## config.mk

```make
export PLATFORM = sky130hd
export DESIGN_NAME = enc1s_unit
export DESIGN_NICKNAME = d
export VERILOG_FILES = /design/src/rtl/enc1s_unit.sv
export SDC_FILE = /design/constraint.sdc
export NUM_CORES = 1
export LEC_CHECK = 0
export CAP_MARGIN = 20
export CELL_PAD_IN_SITES_DETAIL_PLACEMENT = 0
export CELL_PAD_IN_SITES_GLOBAL_PLACEMENT = 1
export CORE_UTILIZATION = 45
export CTS_CLUSTER_DIAMETER = 200
export DETAILED_ROUTE_END_ITERATION = 10
export DONT_BUFFER_PORTS = 1
export PLACE_DENSITY_LB_ADDON = 0.2
export SLEW_MARGIN = 20
export SYNTH_ARGS = -nofsm -noshare
export SYNTH_HDL_FRONTEND = slang
export SYNTH_SLANG_ARGS = --single-unit
export TNS_END_PERCENT = 5
```

## constraint.sdc

```tcl
create_clock -name clk -period 25.3 [get_ports clk]
set_clock_uncertainty 0.05 [all_clocks]
set_input_delay 0 -clock clk [delete_from_list [all_inputs] [get_ports clk]]
set_output_delay 0 -clock clk [all_outputs]
set_load 0.01 [all_outputs]
```

## src/rtl/enc1s_unit.sv

```systemverilog
// enc1s_unit -- single-cycle AES / SM4 byte-wise round helper.
//
// Picks one byte of rs2, runs it through an S-box (AES forward/inverse, or
// SM4), applies the matching linear layer, rotates the word back into the
// byte lane it came from and XORs it into rs1. Registered result, one
// operation per cycle, no backpressure.
//
// Ports:
//   clk      rising-edge clock
//   rst_n    synchronous active-low reset (clears rd and valid_o)
//   valid_i  operands valid this cycle
//   rs1      32-bit XOR accumulator operand
//   rs2      32-bit source word, one byte selected by fn[1:0]
//   fn       fn[1:0] byte select, fn[4:2] operation
//   valid_o  rd holds a new result this cycle
//   rd       registered result
//
// Build option: define ENC1S_SM4_EN to include the SM4 S-box and linear
// layers (ops 4/5). Without it, ops 4/5 return rs1 unchanged.

module enc1s_unit (
   input  logic        clk,
   input  logic        rst_n,
   input  logic        valid_i,
   input  logic [31:0] rs1,
   input  logic [31:0] rs2,
   input  logic [4:0]  fn,
   output logic        valid_o,
   output logic [31:0] rd
);

   // GF(2^8) multiply modulo x^8+x^4+x^3+x+1
   function automatic logic [7:0] gf_mul(input logic [7:0] a, input logic [7:0] b);
      logic [7:0] p;
      logic [7:0] t;
      p = 8'h00;
      t = a;
      for (int i = 0; i < 8; i++) begin
         if (b[i]) p = p ^ t;
         t = {t[6:0], 1'b0} ^ (t[7] ? 8'h1B : 8'h00);
      end
      return p;
   endfunction

   // a^254 == a^-1 (and 0 maps to 0): product of a^2, a^4 ... a^128
   function automatic logic [7:0] gf_inv(input logic [7:0] a);
      logic [7:0] sq;
      logic [7:0] acc;
      sq  = gf_mul(a, a);
      acc = sq;
      for (int i = 0; i < 6; i++) begin
         sq  = gf_mul(sq, sq);
         acc = gf_mul(acc, sq);
      end
      return acc;
   endfunction

   logic [1:0]  sel;
   logic [2:0]  op;
   logic [7:0]  b;
   logic        aes_dec;
   logic [7:0]  inv_in;
   logic [7:0]  inv_out;
   logic [7:0]  aes_x;
   logic [31:0] mc_enc;
   logic [31:0] mc_dec;
   logic [31:0] w;
   logic [31:0] w_rot;
   logic [31:0] result_next;
   logic [31:0] rd_reg;
   logic        valid_reg;

   assign sel = fn[1:0];
   assign op  = fn[4:2];

   always_comb begin
      b = rs2[7:0];
      case (sel)
         2'd0: b = rs2[7:0];
         2'd1: b = rs2[15:8];
         2'd2: b = rs2[23:16];
         2'd3: b = rs2[31:24];
         default: b = rs2[7:0];
      endcase
   end

   // One shared field inverter serves both AES directions: decryption undoes
   // the affine map first, encryption applies it after the inversion.
   assign aes_dec = (op == 3'd2) || (op == 3'd3);
   assign inv_in  = aes_dec ? ({b[6:0], b[7]} ^ {b[4:0], b[7:5]} ^ {b[1:0], b[7:2]} ^ 8'h05)
                            : b;
   assign inv_out = gf_inv(inv_in);
   assign aes_x   = aes_dec ? inv_out
                            : (inv_out ^ {inv_out[6:0], inv_out[7]} ^ {inv_out[5:0], inv_out[7:6]}
                               ^ {inv_out[4:0], inv_out[7:5]} ^ {inv_out[3:0], inv_out[7:4]} ^ 8'h63);

   // MixColumns / InvMixColumns single-column coefficients, byte 0 first
   localparam logic [7:0] ENC_C [4] = '{8'h02, 8'h01, 8'h01, 8'h03};
   localparam logic [7:0] DEC_C [4] = '{8'h0E, 8'h09, 8'h0D, 8'h0B};

   generate
      for (genvar gi = 0; gi < 4; gi++) begin : g_mix
         assign mc_enc[8*gi +: 8] = gf_mul(aes_x, ENC_C[gi]);
         assign mc_dec[8*gi +: 8] = gf_mul(aes_x, DEC_C[gi]);
      end
   endgenerate

`ifdef ENC1S_SM4_EN
   localparam logic [7:0] SM4_S [256] = '{
      8'hD6,8'h90,8'hE9,8'hFE,8'hCC,8'hE1,8'h3D,8'hB7,8'h16,8'hB6,8'h14,8'hC2,8'h28,8'hFB,8'h2C,8'h05,
      8'h2B,8'h67,8'h9A,8'h76,8'h2A,8'hBE,8'h04,8'hC3,8'hAA,8'h44,8'h13,8'h26,8'h49,8'h86,8'h06,8'h99,
      8'h9C,8'h42,8'h50,8'hF4,8'h91,8'hEF,8'h98,8'h7A,8'h33,8'h54,8'h0B,8'h43,8'hED,8'hCF,8'hAC,8'h62,
      8'hE4,8'hB3,8'h1C,8'hA9,8'hC9,8'h08,8'hE8,8'h95,8'h80,8'hDF,8'h94,8'hFA,8'h75,8'h8F,8'h3F,8'hA6,
      8'h47,8'h07,8'hA7,8'hFC,8'hF3,8'h73,8'h17,8'hBA,8'h83,8'h59,8'h3C,8'h19,8'hE6,8'h85,8'h4F,8'hA8,
      8'h68,8'h6B,8'h81,8'hB2,8'h71,8'h64,8'hDA,8'h8B,8'hF8,8'hEB,8'h0F,8'h4B,8'h70,8'h56,8'h9D,8'h35,
      8'h1E,8'h24,8'h0E,8'h5E,8'h63,8'h58,8'hD1,8'hA2,8'h25,8'h22,8'h7C,8'h3B,8'h01,8'h21,8'h78,8'h87,
      8'hD4,8'h00,8'h46,8'h57,8'h9F,8'hD3,8'h27,8'h52,8'h4C,8'h36,8'h02,8'hE7,8'hA0,8'hC4,8'hC8,8'h9E,
      8'hEA,8'hBF,8'h8A,8'hD2,8'h40,8'hC7,8'h38,8'hB5,8'hA3,8'hF7,8'hF2,8'hCE,8'hF9,8'h61,8'h15,8'hA1,
      8'hE0,8'hAE,8'h5D,8'hA4,8'h9B,8'h34,8'h1A,8'h55,8'hAD,8'h93,8'h32,8'h30,8'hF5,8'h8C,8'hB1,8'hE3,
      8'h1D,8'hF6,8'hE2,8'h2E,8'h82,8'h66,8'hCA,8'h60,8'hC0,8'h29,8'h23,8'hAB,8'h0D,8'h53,8'h4E,8'h6F,
      8'hD5,8'hDB,8'h37,8'h45,8'hDE,8'hFD,8'h8E,8'h2F,8'h03,8'hFF,8'h6A,8'h72,8'h6D,8'h6C,8'h5B,8'h51,
      8'h8D,8'h1B,8'hAF,8'h92,8'hBB,8'hDD,8'hBC,8'h7F,8'h11,8'hD9,8'h5C,8'h41,8'h1F,8'h10,8'h5A,8'hD8,
      8'h0A,8'hC1,8'h31,8'h88,8'hA5,8'hCD,8'h7B,8'hBD,8'h2D,8'h74,8'hD0,8'h12,8'hB8,8'hE5,8'hB4,8'hB0,
      8'h89,8'h69,8'h97,8'h4A,8'h0C,8'h96,8'h77,8'h7E,8'h65,8'hB9,8'hF1,8'h09,8'hC5,8'h6E,8'hC6,8'h84,
      8'h18,8'hF0,8'h7D,8'hEC,8'h3A,8'hDC,8'h4D,8'h20,8'h79,8'hEE,8'h5F,8'h3E,8'hD7,8'hCB,8'h39,8'h48
   };

   logic [31:0] sm4_y;
   logic [31:0] sm4_enc;
   logic [31:0] sm4_key;

   assign sm4_y   = {24'h0, SM4_S[b]};
   // L  : y ^ rol2 ^ rol10 ^ rol18 ^ rol24      L' : y ^ rol13 ^ rol23
   assign sm4_enc = sm4_y ^ {sm4_y[29:0], sm4_y[31:30]} ^ {sm4_y[21:0], sm4_y[31:22]}
                          ^ {sm4_y[13:0], sm4_y[31:14]} ^ {sm4_y[7:0], sm4_y[31:8]};
   assign sm4_key = sm4_y ^ {sm4_y[18:0], sm4_y[31:19]} ^ {sm4_y[8:0], sm4_y[31:9]};
`endif

   always_comb begin
      w = 32'h0;
      case (op)
         3'd0: w = {24'h0, aes_x};
         3'd1: w = mc_enc;
         3'd2: w = {24'h0, aes_x};
         3'd3: w = mc_dec;
`ifdef ENC1S_SM4_EN
         3'd4: w = sm4_enc;
         3'd5: w = sm4_key;
`endif
         default: w = 32'h0;
      endcase
   end

   // Rotate the word back into the lane the source byte came from
   always_comb begin
      w_rot = w;
      case (sel)
         2'd0: w_rot = w;
         2'd1: w_rot = {w[23:0], w[31:24]};
         2'd2: w_rot = {w[15:0], w[31:16]};
         2'd3: w_rot = {w[7:0],  w[31:8]};
         default: w_rot = w;
      endcase
   end

   assign result_next = rs1 ^ w_rot;

   always_ff @(posedge clk) begin
      if (!rst_n) begin
         rd_reg    <= 32'h0;
         valid_reg <= 1'b0;
      end else begin
         valid_reg <= valid_i;
         if (valid_i) rd_reg <= result_next;
      end
   end

   assign rd      = rd_reg;
   assign valid_o = valid_reg;

endmodule

```

==> PnR_summary.wiki, run 1 <==
{| class="wikitable"
! Metric !! Value
|-
| Status || finished, final reports clean
|-
| Clock Path Buffers || 2
|-
| Capturing element type of the critical path || flip-flop
|-
| Most common library cell in the layout ignoring fill and taps || sky130_fd_sc_hd__xnor2_1
|-
| Dominant synthesized flop cell || sky130_fd_sc_hd__dfxtp_1
|-
| Final Hold Fails || 0
|-
| Number of flip-flops under the largest register name || 32
|-
| Crit path time final || 22.00 ns
|-
| Area of the mapped netlist || 0.01901 mm^2
|-
| Mean area per synthesized cell || 7.633 um^2
|-
| Post-detailed-route wirelength per cell || 19.71 um
|-
| Crit path max fanout || 34
|-
| Die Height || 207.5 um
|-
| Buffers inserted by post-CTS timing repair || 0
|-
| Synth Net Count || ~2600
|-
| Accumulated negative setup slack || 0 ns
|-
| Number of DRC violations after detailed routing || 0
|-
| Post-synth cell types || 110
|-
| CTS clk-pin slew, worst paths || roughly 0.060 ns
|-
| Total Die Area || 0.04306 mm^2
|-
| Crit path DAT || 22.13 ns
|-
| Die X-Extent || 207.5 um
|-
| Initial DRC Count || approximately 1300
|-
| RSZ-0062 raised after global routing || false
|-
| Category of the worst setup path launch point || input pin
|-
| Number of nets in the finished design || 2509
|-
| Most prevalent standard cell on the critical path || sky130_fd_sc_hd__xnor2_1
|-
| Final Max Tran Viols || 0
|-
| Slowest stage cell on the critical path || sky130_fd_sc_hd__xor2_1
|-
| Critical path type || input pin to flip-flop
|-
| Number of synthesized register bits || 33
|-
| Largest incremental delay on the critical path || 0.79 ns
|-
| Max-cap violation count || 0
|-
| Clock latency at the later pin of the worst-skew pair || 0.27 ns
|-
| Routed via count divided by cell count || just over 6
|-
| HPWL after DPL || 42.73 mm
|-
| Required time worst endpoint || between 20 and 30 ns
|-
| Slew at the pin closest to its max-slew limit || 1.101 ns
|-
| Remaining global-route overflow || 0
|-
| I/O pin cnt || ~110
|-
| Global-route usage over all layers || 26.20%
|-
| Highest attainable clock frequency || 45.46 MHz
|-
| Fin crit share || 86.95%
|-
| Vias in the first global route || 17040
|-
| Commonest non-fill, non-tap cells in the layout || 370 x sky130_fd_sc_hd__xnor2_1, 300 x sky130_fd_sc_hd__nand2_1, 296 x sky130_fd_sc_hd__nor2_1, 134 x sky130_fd_sc_hd__a21oi_1, 126 x sky130_fd_sc_hd__xor2_1
|-
| Total clock sinks || 33
|-
| Maximum number of pins on one net before global-route repair || 47
|-
| Area delta synth->final || 5.635%
|-
| Starting utilization of the core area || 46.13%
|-
| Register-to-Register Setup Slack || around 24 ns
|-
| Synthesis Warnings || 0
|-
| Via count of the routed design || ~18000
|-
| Area inside the core boundary || a little over 0.04 mm^2
|-
| Inserted Diodes || 0
|-
| Fraction of layout instances using a drive strength above 1 || under 10%
|-
| Gate count of the mapped netlist || 2490
|-
| Pre-Repair DR Iteration Count || 5
|-
| Final weighted congestion of routability-driven global placement || 0.8685
|-
| Cell row count || 74
|-
| Share of synthesized registers carrying an async set or reset || 0%
|-
| Final wirelength || 58.39 mm
|-
| First-pass GRT wire length || 93.52 mm
|-
| Total clock buffers created by CTS || 5
|-
| Remaining antenna violation count after routing || 0
|-
| Count of port buffers added during placement || 0
|-
| Slew Limit Headroom || 26.26%
|-
| Proportion of synthesized chip area in sequential cells || approximately 3.5%
|-
| Clock Root Buffer || sky130_fd_sc_hd__clkbuf_16
|-
| Final-report setup violation count || 0
|-
| Initial antenna violation count || 0
|-
| TritonCTS clock tree || done
|-
| Htree depth || 2
|-
| Count of flip-flops with a built-in enable after synthesis || 0
|-
| Hold/Removal Path Class || input pin to flip-flop
|}
==> per-layer routing <==
layer,up-vias,track usage [%],wire length (um)
li1,8682,-,-
met1,8606,35.71,26270
met2,612,45.37,28450
met3,80,1.619,2695
met4,0,5.636,973
met5,-,0,0
==> cell type report <==
class	count	area (um^2)
tap	532	665.6
fill	4026	21120
clock buffer	5	125.1
sequential	33	660.6
clock inverter	3	65.06
timing repair buffer	102	855.8
multi-input combinational	2254	17580
inverter	34	127.6
==> cell families after synthesis <==
kind of cell / after synthesis / synth area share [%]
compound gates: 566 / 19.95
xor+xnor: 695 / 44.41
fa+ha+maj: 7 / 0.4608
buf+inv: 203 / 4.726
flops: 33 / 3.476
mux: 102 / 6.247
simple gates: 884 / 20.73
==> timing repair <==
item / in CTS / in global routing
gates resized for setup: 0 / 0
hold endpoints to repair: 32 / 0
hold buffers: 36 / 0
==> cells in the mapped netlist (all sizes together), types with 7 or more instances <==
| cell | number | share of area [%] |
|---|---|---|
| or2 | 12 | 0.40 |
| a2111oi | 9 | 0.55 |
| ha | 7 | 0.46 |
| o21a | 11 | 0.45 |
| buf | 77 | 2.2 |
| a211o | 8 | 0.37 |
| mux2i | 77 | 4.1 |
| and4 | 7 | 0.32 |
| clkbuf | 92 | 1.8 |
| nand2 | 300 | 5.9 |
| a22oi | 17 | 0.67 |
| inv | 28 | 0.55 |
| xor3 | 19 | 2.4 |
| or3 | 17 | 0.56 |
| xor2 | 138 | 7.0 |
| a211oi | 34 | 1.4 |
| dfxtp | 33 | 3.5 |
| nor2 | 302 | 6.1 |
| mux2 | 13 | 0.77 |
| o221ai | 11 | 0.54 |
| a31oi | 22 | 0.72 |
| a221oi | 10 | 0.53 |
| a21o | 14 | 0.55 |
| nand4 | 12 | 0.39 |
| nor4 | 14 | 0.49 |
| and3 | 22 | 0.72 |
| o21ai | 145 | 4.0 |
| mux4 | 12 | 1.4 |
| nor3 | 61 | 1.6 |
| and2 | 20 | 0.67 |
| o31ai | 12 | 0.47 |
| nand3 | 76 | 2.0 |
| xnor2 | 425 | 22 |
| a21oi | 135 | 3.6 |
| nand2b | 18 | 0.59 |
| o211ai | 20 | 0.82 |
| o32ai | 8 | 0.41 |
| o22ai | 28 | 0.92 |
| xnor3 | 113 | 13 |
==> through the flow <==
stage	cells	util, %	setup slack (ns)	instance area [um^2]	hold WS, ns
global placement	2918	47.27	3.987	19480	0.04401
CTS	2962	48.64	3.227	20040	0.002117
global route	2963	48.73	1.828	20080	0.03841
finish	2963	48.73	3.301	20080	0.01116
floorplan	2490	-	6.992	19010	0.08837
detailed placement	2918	47.30	3.408	19490	0.04849
==> worst paths after layout <==
kind	startpoint	to	cells past startpoint
worst max register to register	rd[20]	rd[20]	3
worst min-delay path	fn[1]	rd[23]	3
worst min register to register	rd[13]	rd[13]	2
worst max-delay path	fn[1]	rd[30]	68
==> worst max-delay path: cells and delay by family <==
family | cells | cell delay [ns]
adder cells (fa/ha/maj) | 4 | 1.77
XOR/XNOR | 27 | 10.71
AND/OR/NAND/NOR | 16 | 3.57
AO/OA/AOI/OAI | 10 | 2.38
multiplexers | 3 | 0.90
buffers and inverters | 8 | 2.71
Power of run 1 is not shown: default switching activity piles up to over one toggle a cycle in this logic, so the estimate is an artifact.
==> run 2: changes to the inputs <==
CTS_BUF_LIST = sky130_fd_sc_hd__clkbuf_8 sky130_fd_sc_hd__clkbuf_16   (was default)
RECOVER_POWER = 100   (was default)
==> run 2 against run 1 <==
- cell count unchanged
- core utilization decreased by 0.052 points
- global-route usage unchanged
- maximum frequency decreased by 3.9%
- wire length about the same
- critical path type unchanged
- critical endpoint unchanged
==> PnR_summary.wiki, run 2 (same netlist as run 1, synthesis figures left out) <==
{| class="wikitable"
! Metric !! Value
|-
| Number of stages on the worst hold path || 3 (unchanged)
|-
| Category of the worst setup path launch point || input pin
|-
| Slew at the pin closest to its max-slew limit || 1.232 ns (+0.1305 ns)
|-
| Crit path DAT || 23.04 ns (+0.91 ns)
|-
| Slew Limit Headroom || 17.30% (-9.0 points)
|-
| Max-cap violation count || 0 (unchanged)
|-
| I/O pin cnt || 105 (unchanged)
|-
| Remaining global-route overflow || 0 (unchanged)
|-
| Required time worst endpoint || 25.44 ns (about the same)
|-
| Number of DRC violations after detailed routing || 0 (unchanged)
|-
| Clock Root Buffer || sky130_fd_sc_hd__clkbuf_16
|-
| Crit path max fanout || 34 (unchanged)
|-
| Initial antenna violation count || 0 (unchanged)
|-
| Most common library cell in the layout ignoring fill and taps || sky130_fd_sc_hd__xnor2_1
|-
| Final-report setup violation count || 0 (unchanged)
|-
| Buffers inserted by post-CTS timing repair || 0 (unchanged)
|-
| Status || finished, final reports clean
|-
| Vias in the first global route || 17040 (unchanged)
|-
| Worst R2R Path Depth || 3 (unchanged)
|-
| Accumulated negative setup slack || 0 ns (unchanged)
|-
| Maximum number of pins on one net before global-route repair || 47 (unchanged)
|-
| Die X-Extent || 207.5 um (unchanged)
|-
| Count of port buffers added during placement || 0 (unchanged)
|-
| Commonest non-fill, non-tap cells in the layout || 372 x sky130_fd_sc_hd__xnor2_1, 300 x sky130_fd_sc_hd__nand2_1, 296 x sky130_fd_sc_hd__nor2_1, 134 x sky130_fd_sc_hd__a21oi_1, 126 x sky130_fd_sc_hd__xor2_1
|-
| Initial DRC Count || 1336 (+0.75%)
|-
| Highest attainable clock frequency || 43.67 MHz (-3.9%)
|-
| HPWL after DPL || 42.73 mm (unchanged)
|-
| Sequential cell area || 660.6 um^2 (unchanged)
|-
| First-pass GRT wire length || 93.52 mm (unchanged)
|-
| Number of nets in the finished design || 2509 (unchanged)
|-
| Inserted Diodes || 0 (unchanged)
|-
| Final Max Tran Viols || 0 (unchanged)
|-
| Largest incremental delay on the critical path || 0.99 ns (+0.20 ns)
|-
| Crit path time final || 22.90 ns (+0.8989 ns)
|-
| Fraction of layout instances using a drive strength above 1 || 8.762% (-0.16 points)
|-
| Routed via count divided by cell count || 6.046 (-0.37%)
|-
| Cell row count || 74 (unchanged)
|-
| Clock latency at the later pin of the worst-skew pair || 0.27 ns (about the same)
|-
| Htree depth || 2 (unchanged)
|-
| Total clock buffers created by CTS || 5 (unchanged)
|-
| TritonCTS clock tree || done
|-
| Remaining antenna violation count after routing || 0 (unchanged)
|-
| Area inside the core boundary || 0.04120 mm^2 (unchanged)
|-
| Via count of the routed design || 17914 (-0.37%)
|-
| Final wirelength || 58.38 mm (about the same)
|-
| Post-detailed-route wirelength per cell || 19.70 um (about the same)
|-
| Critical path type || input pin to flip-flop
|-
| Most prevalent standard cell on the critical path || sky130_fd_sc_hd__xnor2_1
|-
| Post-route core utilization || 48.68% (-0.052 points)
|-
| Total Die Area || 0.04306 mm^2 (unchanged)
|-
| CTS clk-pin slew, worst paths || 0.06 ns (about the same)
|-
| Clock Path Buffers || 2 (unchanged)
|-
| Area of the multi-input gates || 0.01756 mm^2 (-0.12%)
|-
| Pre-Repair DR Iteration Count || 5 (unchanged)
|-
| Hold/Removal Path Class || input pin to flip-flop
|-
| Area delta synth->final || 5.523%
|-
| Slowest stage cell on the critical path || sky130_fd_sc_hd__xnor2_1
|-
| RSZ-0062 raised after global routing || false
|-
| Total of fill cells in the finished design || 4032 (+0.15%)
|-
| Starting utilization of the core area || 46.13% (unchanged)
|-
| Fin crit share || 90.51% (+3.6 points)
|-
| Global-route usage over all layers || 26.20% (unchanged)
|-
| Final Hold Fails || 0 (unchanged)
|-
| Total clock sinks || 33 (unchanged)
|-
| Number of flip-flops under the largest register name || 32 (unchanged)
|-
| Capturing element type of the critical path || flip-flop
|-
| Die Height || 207.5 um (unchanged)
|-
| Final weighted congestion of routability-driven global placement || 0.8685 (unchanged)
|}
run 2: changes by cell type in the layout (fill, tap and decap cells not counted):
cell and delta:
sky130_fd_sc_hd__a221oi_1 +1, sky130_fd_sc_hd__a221oi_2 -1, sky130_fd_sc_hd__and2_0 +1, sky130_fd_sc_hd__and2_1 -1
sky130_fd_sc_hd__inv_1 +1, sky130_fd_sc_hd__inv_2 -1, sky130_fd_sc_hd__o21ai_0 +12, sky130_fd_sc_hd__o21ai_1 -12
sky130_fd_sc_hd__xnor2_1 +2, sky130_fd_sc_hd__xnor2_2 -2
run 2: routing by layer:
| layer | share of wire [%] | vias up | global-route usage, % | routed length (um) |
|---|---|---|---|---|
| li1 | - | 8680 | - | - |
| met1 | 45 | 8563 | 35.71 | 26160 |
| met2 | 49 | 581 | 45.37 | 28380 |
| met3 | 4.7 | 90 | 1.619 | 2773 |
| met4 | 1.8 | 0 | 5.636 | 1069 |
| met5 | 0 | - | 0 | 0 |
run 2: area by class of cell:
| type | instances | share of cell area [%] |
|---|---|---|
| clock buffers | 5 | 0.6238 |
| clock inverters | 3 | 0.3244 |
| inverters | 34 | 0.6363 |
| multi-input cells | 2254 | 87.54 |
| flip-flops and latches | 33 | 3.294 |
| well taps | 532 | 3.319 |
| repair buffers | 102 | 4.267 |
run 2: repair_timing:
item	CTS	global route
gates resized for setup	0	0
hold buffers	36	0
endpoints found under the hold margin	32	0
run 2: worst max-delay path: cells and delay by family:
kind | cells | cell delay [ns]
compound gates | 12 | 2.51
xor+xnor | 25 | 10.76
fa+ha+maj | 4 | 1.83
buf+inv | 8 | 2.94
mux | 4 | 1.28
simple gates | 15 | 3.64
run 2: path summary, 6_finish.rpt:
| check | startpoint | endpoint | slack, ns |
|---|---|---|---|
| setup / recovery | fn[1] | rd[30] | 2.40 |
| hold / removal | fn[1] | rd[23] | 0.01 |
| setup reg to reg | rd[20] | rd[20] | 24.02 |
| hold reg to reg | rd[13] | rd[13] | 0.44 |
run 2: per-stage QoR:
step	hold slack [ns]	setup WS, ns	instance area [um^2]	std cells
after floorplan	0.08837	6.992	19010	2490
after global placement	0.04401	3.987	19480	2918
after detailed placement	0.04849	3.408	19490	2918
after CTS	0.002117	3.227	20040	2962
after global routing	0.03840	0.9182	20060	2963
final	0.01169	2.402	20060	2963
Power of run 2 is left out for the same reason.
